==> src/rtl/event_timestamp_logger.sv <==
`default_nettype none
// +--------------------------------------------------------------------------+
// | event_timestamp_logger: timestamps classifier changes into a FWFT FIFO   |
// | with saturating spike-onset and dropped-record diagnostics counters.     |
// | Revision: 1.0                                                            |
// +--------------------------------------------------------------------------+
module event_timestamp_logger #(
  parameter int DEPTH       = 16,
  parameter int TS_WIDTH    = 32,
  parameter int EVENT_WIDTH = 32,
  parameter int CNT_WIDTH   = 16
) (
  input  logic                          clk,
  input  logic                          rst,
  input  logic                          spike_detection,
  input  logic [EVENT_WIDTH-1:0]        event_in,
  output logic                          m_valid,
  input  logic                          m_ready,
  output logic [TS_WIDTH+EVENT_WIDTH-1:0] m_data,
  output logic [$clog2(DEPTH):0]        fifo_level,
  output logic [CNT_WIDTH-1:0]          spike_count,
  output logic [CNT_WIDTH-1:0]          overflow_count
);

  localparam int c_ADDR_W = $clog2(DEPTH);
  localparam int c_REC_W  = TS_WIDTH + EVENT_WIDTH;
  localparam logic [c_ADDR_W:0] c_FULL = (c_ADDR_W + 1)'(DEPTH);

  logic [TS_WIDTH-1:0]    r_ts;
  logic [EVENT_WIDTH-1:0] r_prev_ev;
  logic                   r_prev_sp;
  logic [CNT_WIDTH-1:0]   r_spike_cnt;
  logic [CNT_WIDTH-1:0]   r_ovf_cnt;
  logic [c_ADDR_W-1:0]    r_wr_ptr;
  logic [c_ADDR_W-1:0]    r_rd_ptr;
  logic [c_ADDR_W:0]      r_level;
  logic [c_REC_W-1:0]     r_mem [DEPTH];

  logic w_valid;
  logic w_record;
  logic w_pop;
  logic w_full;
  logic w_push;
  logic w_drop;
  logic w_onset;

  assign w_valid  = (r_level != '0);
  assign w_record = (event_in != r_prev_ev);
  assign w_pop    = w_valid & m_ready;
  assign w_full   = (r_level == c_FULL);
  // A pop in the same cycle frees the slot the incoming record needs.
  assign w_push   = w_record & (~w_full | w_pop);
  assign w_drop   = w_record & w_full & ~w_pop;
  assign w_onset  = spike_detection & ~r_prev_sp;

  always_ff @(posedge clk) begin
    if (!rst) begin
      r_ts        <= '0;
      r_prev_ev   <= '0;
      r_prev_sp   <= 1'b0;
      r_spike_cnt <= '0;
      r_ovf_cnt   <= '0;
      r_wr_ptr    <= '0;
      r_rd_ptr    <= '0;
      r_level     <= '0;
    end else begin
      r_ts      <= r_ts + 1'b1;
      r_prev_ev <= event_in;
      r_prev_sp <= spike_detection;
      if (w_onset && (r_spike_cnt != '1)) begin
        r_spike_cnt <= r_spike_cnt + 1'b1;
      end
      if (w_drop && (r_ovf_cnt != '1)) begin
        r_ovf_cnt <= r_ovf_cnt + 1'b1;
      end
      if (w_push) begin
        r_wr_ptr <= r_wr_ptr + 1'b1;
      end
      if (w_pop) begin
        r_rd_ptr <= r_rd_ptr + 1'b1;
      end
      case ({w_push, w_pop})
        2'b10:   r_level <= r_level + 1'b1;
        2'b01:   r_level <= r_level - 1'b1;
        default: r_level <= r_level;
      endcase
    end
  end

  // Storage needs no reset; the head is masked whenever the FIFO is empty.
  always_ff @(posedge clk) begin
    if (rst && w_push) begin
      r_mem[r_wr_ptr] <= {r_ts, event_in};
    end
  end

  assign m_valid        = w_valid;
  assign m_data         = w_valid ? r_mem[r_rd_ptr] : '0;
  assign fifo_level     = r_level;
  assign spike_count    = r_spike_cnt;
  assign overflow_count = r_ovf_cnt;

endmodule
`default_nettype wire

==> config.mk <==
export PLATFORM = sky130hd
export DESIGN_NAME = event_timestamp_logger
export DESIGN_NICKNAME = d
export VERILOG_FILES = /design/src/rtl/event_timestamp_logger.sv
export SDC_FILE = /design/constraint.sdc
export NUM_CORES = 1
export LEC_CHECK = 0
export CAP_MARGIN = 10
export CORE_MARGIN = 4
export CORE_UTILIZATION = 60
export CTS_CLUSTER_DIAMETER = 80
export CTS_CLUSTER_SIZE = 16
export DETAILED_ROUTE_END_ITERATION = 6
export PLACE_DENSITY = 0.74
export SYNTH_ARGS = -nofsm -noshare
export SYNTH_HDL_FRONTEND = slang
export SYNTH_SLANG_ARGS = --single-unit
==> constraint.sdc <==
create_clock -name clk -period 5.45 [get_ports clk]
set_input_delay 1.09 -clock clk [delete_from_list [all_inputs] [get_ports clk]]
set_output_delay 1.09 -clock clk [all_outputs]
set_load 0.01 [all_outputs]
==> impl_results.html <==
<table>
<tr><th>Metric</th><th>Value</th></tr>
<tr><th colspan="2">Run status</th></tr>
<tr><td>Run status</td><td>completed</td></tr>
<tr><th colspan="2">Timing</th></tr>
<tr><td>Fmax</td><td>0.2094 GHz</td></tr>
<tr><td>Worst slew slack as a fraction of its limit</td><td>44.47%</td></tr>
<tr><td>Max Transition Viols Final</td><td>0</td></tr>
<tr><td>Unrepaired setup endpoints after global routing</td><td>no</td></tr>
<tr><td>Final Hold Fails</td><td>0</td></tr>
<tr><td>Worst-margin pin slew</td><td>0.8254 ns</td></tr>
<tr><td>Period utilisation layout</td><td>87.64%</td></tr>
<tr><td>Final worst path period need</td><td>4.776 ns</td></tr>
<tr><td>Crit path setup slack, layout</td><td>0.6737 ns</td></tr>
<tr><td>Final setup violation count</td><td>0</td></tr>
<tr><td>TNS Setup</td><td>0 ns</td></tr>
<tr><td>Final setup skew</td><td>0.01941 ns</td></tr>
<tr><th colspan="2">Global routing</th></tr>
<tr><td>Remaining global-route overflow</td><td>0</td></tr>
<tr><td>First-pass GRT wire length</td><td>142400 um</td></tr>
<tr><td>Initial antenna violation count</td><td>3</td></tr>
<tr><td>Pin count of the biggest net entering global routing</td><td>67</td></tr>
<tr><td>Gr usage total</td><td>24.82%</td></tr>
<tr><td>Via count of the first global-routing pass</td><td>21785</td></tr>
<tr><th colspan="2">Detailed routing</th></tr>
<tr><td>Antenna violation net count after detailed routing</td><td>0</td></tr>
<tr><td>Pre-antenna DRT Iters</td><td>5</td></tr>
<tr><td>Residual DRC</td><td>0</td></tr>
<tr><td>Initial detailed-routing violation count</td><td>2421</td></tr>
<tr><td>Total length of routed wires</td><td>94720 um</td></tr>
<tr><td>Vias per cell</td><td>6.449</td></tr>
<tr><td>Via count</td><td>21012</td></tr>
<tr><td>Detailed-route wire length per cell</td><td>29.07 um</td></tr>
<tr><th colspan="2">Clock tree</th></tr>
<tr><td>Total clock sinks</td><td>1138</td></tr>
<tr><td>CTS H-tree lvls</td><td>3</td></tr>
<tr><td>Setup bufs post-CTS</td><td>0</td></tr>
<tr><td>Clock transition at the register clock pins on the worst setup and hold paths after CTS</td><td>0.07 ns</td></tr>
<tr><td>Clock root buffer</td><td>sky130_fd_sc_hd__clkbuf_16</td></tr>
<tr><td>Post-cts sizing count</td><td>0</td></tr>
<tr><td>Post-cts hold buffer count</td><td>0</td></tr>
<tr><td>CTS tree</td><td>yes</td></tr>
<tr><td>TritonCTS buffer count</td><td>81</td></tr>
<tr><td>Clock latency on the worst-skew pair</td><td>0.63 ns</td></tr>
<tr><td>Clock Tree Buf Depth</td><td>3</td></tr>
<tr><th colspan="2">Cells and area</th></tr>
<tr><td>Final cell area excluding filler cells</td><td>0.04932 mm^2</td></tr>
<tr><td>Core occupancy in the finished layout</td><td>68.53%</td></tr>
<tr><td>Most common cell after layout, fill and taps aside</td><td>sky130_fd_sc_hd__edfxtp_1</td></tr>
<tr><td>Fillers</td><td>4286</td></tr>
<tr><td>Synth-to-Final Area Change</td><td>12.58%</td></tr>
<tr><td>Most used cells in the layout excluding fill and tap cells</td><td>sky130_fd_sc_hd__edfxtp_1, sky130_fd_sc_hd__mux4_2, sky130_fd_sc_hd__clkdlybuf4s50_1</td></tr>
<tr><td>Number of nets in the layout</td><td>2287</td></tr>
<tr><td>Fraction of final layout cells with drive strength greater than 1</td><td>22.16%</td></tr>
<tr><th colspan="2">Placed design</th></tr>
<tr><td>Total placed instance area</td><td>0.04690 mm^2</td></tr>
<tr><td>DP HPWL</td><td>50550 um</td></tr>
<tr><td>Input/output buffers</td><td>137</td></tr>
<tr><td>Global placement routability congestion</td><td>0.7841</td></tr>
<tr><td>Setup slack at placement</td><td>0.6027 ns</td></tr>
<tr><th colspan="2">Logic synthesis</th></tr>
<tr><td>Flip-flop and latch count after synthesis</td><td>1138</td></tr>
<tr><td>Average instance area after synthesis</td><td>21.39 um^2</td></tr>
<tr><td>Post-synthesis net count</td><td>2096</td></tr>
<tr><td>Primary FF master, synth</td><td>sky130_fd_sc_hd__edfxtp_1</td></tr>
<tr><td>Post-Syn Instances</td><td>2048</td></tr>
<tr><td>Unique cell type count in the Yosys netlist</td><td>44</td></tr>
<tr><td>Synth warnings</td><td>0</td></tr>
<tr><td>Area of the mapped netlist</td><td>0.04381 mm^2</td></tr>
<tr><td>Post-synth EDFFs</td><td>1024</td></tr>
<tr><td>Share of flip-flops with an asynchronous set or reset</td><td>0%</td></tr>
<tr><td>Register area share after synthesis</td><td>75.39%</td></tr>
<tr><th colspan="2">Floorplanning</th></tr>
<tr><td>Number of top-level pins</td><td>138</td></tr>
<tr><td>Die height</td><td>278.2 um</td></tr>
<tr><td>Die Outline Area</td><td>0.07741 mm^2</td></tr>
<tr><td>Die extent in x</td><td>278.2 um</td></tr>
<tr><td>Core area</td><td>0.07198 mm^2</td></tr>
<tr><td>Num rows</td><td>98</td></tr>
<tr><td>Starting density of the core</td><td>60.87%</td></tr>
<tr><th colspan="2">Setup path</th></tr>
<tr><td>Worst Path Class, Setup</td><td>reg2out</td></tr>
<tr><td>Reg2Reg Launch Point</td><td>fifo_level[0]</td></tr>
<tr><td>Data arrival time of the worst path</td><td>3.69 ns</td></tr>
<tr><td>Data required time at the worst endpoint</td><td>4.36 ns</td></tr>
<tr><td>Max Fanout on Critical Path</td><td>45</td></tr>
<tr><td>Endpoint type of the worst setup path</td><td>primary output</td></tr>
<tr><td>Terminus of the critical flop-to-flop path</td><td>fifo_level[4]</td></tr>
<tr><td>Register-to-register path setup slack</td><td>2.14 ns</td></tr>
<tr><td>Cells on worst reg2reg path</td><td>11</td></tr>
<tr><td>Critical path startpoint category</td><td>flop</td></tr>
<tr><th colspan="2">Hold path</th></tr>
<tr><td>Start point of the worst hold path</td><td>r_rd_ptr[1]</td></tr>
<tr><td>Hold path depth</td><td>2</td></tr>
<tr><td>Min-Delay Path Class</td><td>reg2reg</td></tr>
<tr><th colspan="2">Power</th></tr>
<tr><td>PnR Total Power</td><td>0.01892 W</td></tr>
<tr><td>Static leakage</td><td>15.21 nW</td></tr>
<tr><td>Max rail drop VDD</td><td>0.3661 mV</td></tr>
<tr><td>PD cells</td><td>383.6 mW/mm^2</td></tr>
<tr><th colspan="2">Run</th></tr>
<tr><td>Number of max-capacitance violations reported</td><td>0</td></tr>
</table>
## cells by family (layout without fill, tap and decap cells)
| group | Yosys count | after routing | share of synthesized area (%) |
|---|---|---|---|
| adder cells (fa/ha/maj) | 12 | 12 | 0.3598 |
| XOR/XNOR | 78 | 78 | 1.559 |
| AND/OR/NAND/NOR | 327 | 327 | 4.227 |
| AO/OA/AOI/OAI | 54 | 54 | 0.7425 |
| flip-flops | 1138 | 1138 | 75.39 |
| other | 0 | 2 | 0 |
| buffers and inverters | 109 | 367 | 1.031 |
| multiplexers | 330 | 330 | 16.69 |
## power breakdown
part           total (W)  switching, W  internal, W
combinational    0.00346       0.00157      0.00188
clock            0.00574       0.00278      0.00297
sequential       0.00972      0.000144      0.00958
## synth_stat cells, types with 16 or more instances
| library cell | number | area share [%] |
|---|---|---|
| sky130_fd_sc_hd__xor2_1 | 64 | 1.3 |
| sky130_fd_sc_hd__nor4_1 | 16 | 0.23 |
| sky130_fd_sc_hd__nand2_1 | 41 | 0.35 |
| sky130_fd_sc_hd__nor2b_1 | 66 | 0.94 |
| sky130_fd_sc_hd__nand3_1 | 25 | 0.29 |
| sky130_fd_sc_hd__and2_1 | 38 | 0.54 |
| sky130_fd_sc_hd__a21oi_1 | 23 | 0.26 |
| sky130_fd_sc_hd__clkbuf_1 | 62 | 0.53 |
| sky130_fd_sc_hd__mux4_2 | 320 | 16 |
| sky130_fd_sc_hd__nor2_1 | 58 | 0.50 |
| sky130_fd_sc_hd__edfxtp_1 | 1024 | 70 |
| sky130_fd_sc_hd__buf_2 | 34 | 0.39 |
| sky130_fd_sc_hd__dfxtp_1 | 114 | 5.2 |
## critical path, stage by stage (launching register included)
cell	delay, ns
sky130_fd_sc_hd__dfxtp_4	0.85
sky130_fd_sc_hd__buf_4	0.55
sky130_fd_sc_hd__mux4_2	0.41
sky130_fd_sc_hd__mux4_2	0.50
sky130_fd_sc_hd__nor2b_1	0.16
sky130_fd_sc_hd__clkdlybuf4s50_1	0.51
## routing by layer
layer / up-vias / track usage (%) / part of all wire (%)
met5: - / 0 / 0.014
met2: 938 / 40.22 / 50
li1: 8792 / - / -
met3: 102 / 4.102 / 8.1
met1: 11178 / 36.82 / 40
met4: 2 / 5.316 / 1.4
## stage by stage
step,hold WS (ns),instances
final,0.5061,3258
after global routing,0.5360,3258
after CTS,0.4989,3256
after detailed placement,0.4882,3106
after global placement,0.4748,3106
after floorplan,0.4678,2048
## registers in the layout, indices dropped and copies added (netlist names), named ones only
name            count
spike_count        16
r_prev_ev          32
r_wr_ptr            4
r_mem            1024
r_prev_sp           1
r_rd_ptr            4
overflow_count     16
r_ts               32
fifo_level          5
## worst max-delay path by stage
stage | endpoint | from | slack [ns] | cells past startpoint
6_report | m_data[43] | flop | 0.67 | 5
5_1_grt | m_data[39] | flop | 0.57 | 5
4_1_cts | m_data[46] | flop | 0.65 | 5
3_5_place_dp | fifo_level[4] | event_in[30] | 0.60 | 13
3_3_place_gp | fifo_level[4] | event_in[30] | 0.73 | 13
2_1_floorplan | r_mem[10][0] | event_in[15] | 1.27 | 7
## final cells by class
cell class	instances	area (um^2)	share of cell area (%)
inverters	7	26.28	0.05327
clock buffers	148	2385	4.835
flip-flops and latches	1138	33050	67.00
repair buffers	210	2240	4.541
multi-input cells	801	10400	21.08
clock inverters	2	32.53	0.06596
well taps	950	1189	2.410
diodes	2	5.005	0.01015
Power figures use the tool's default switching activity.
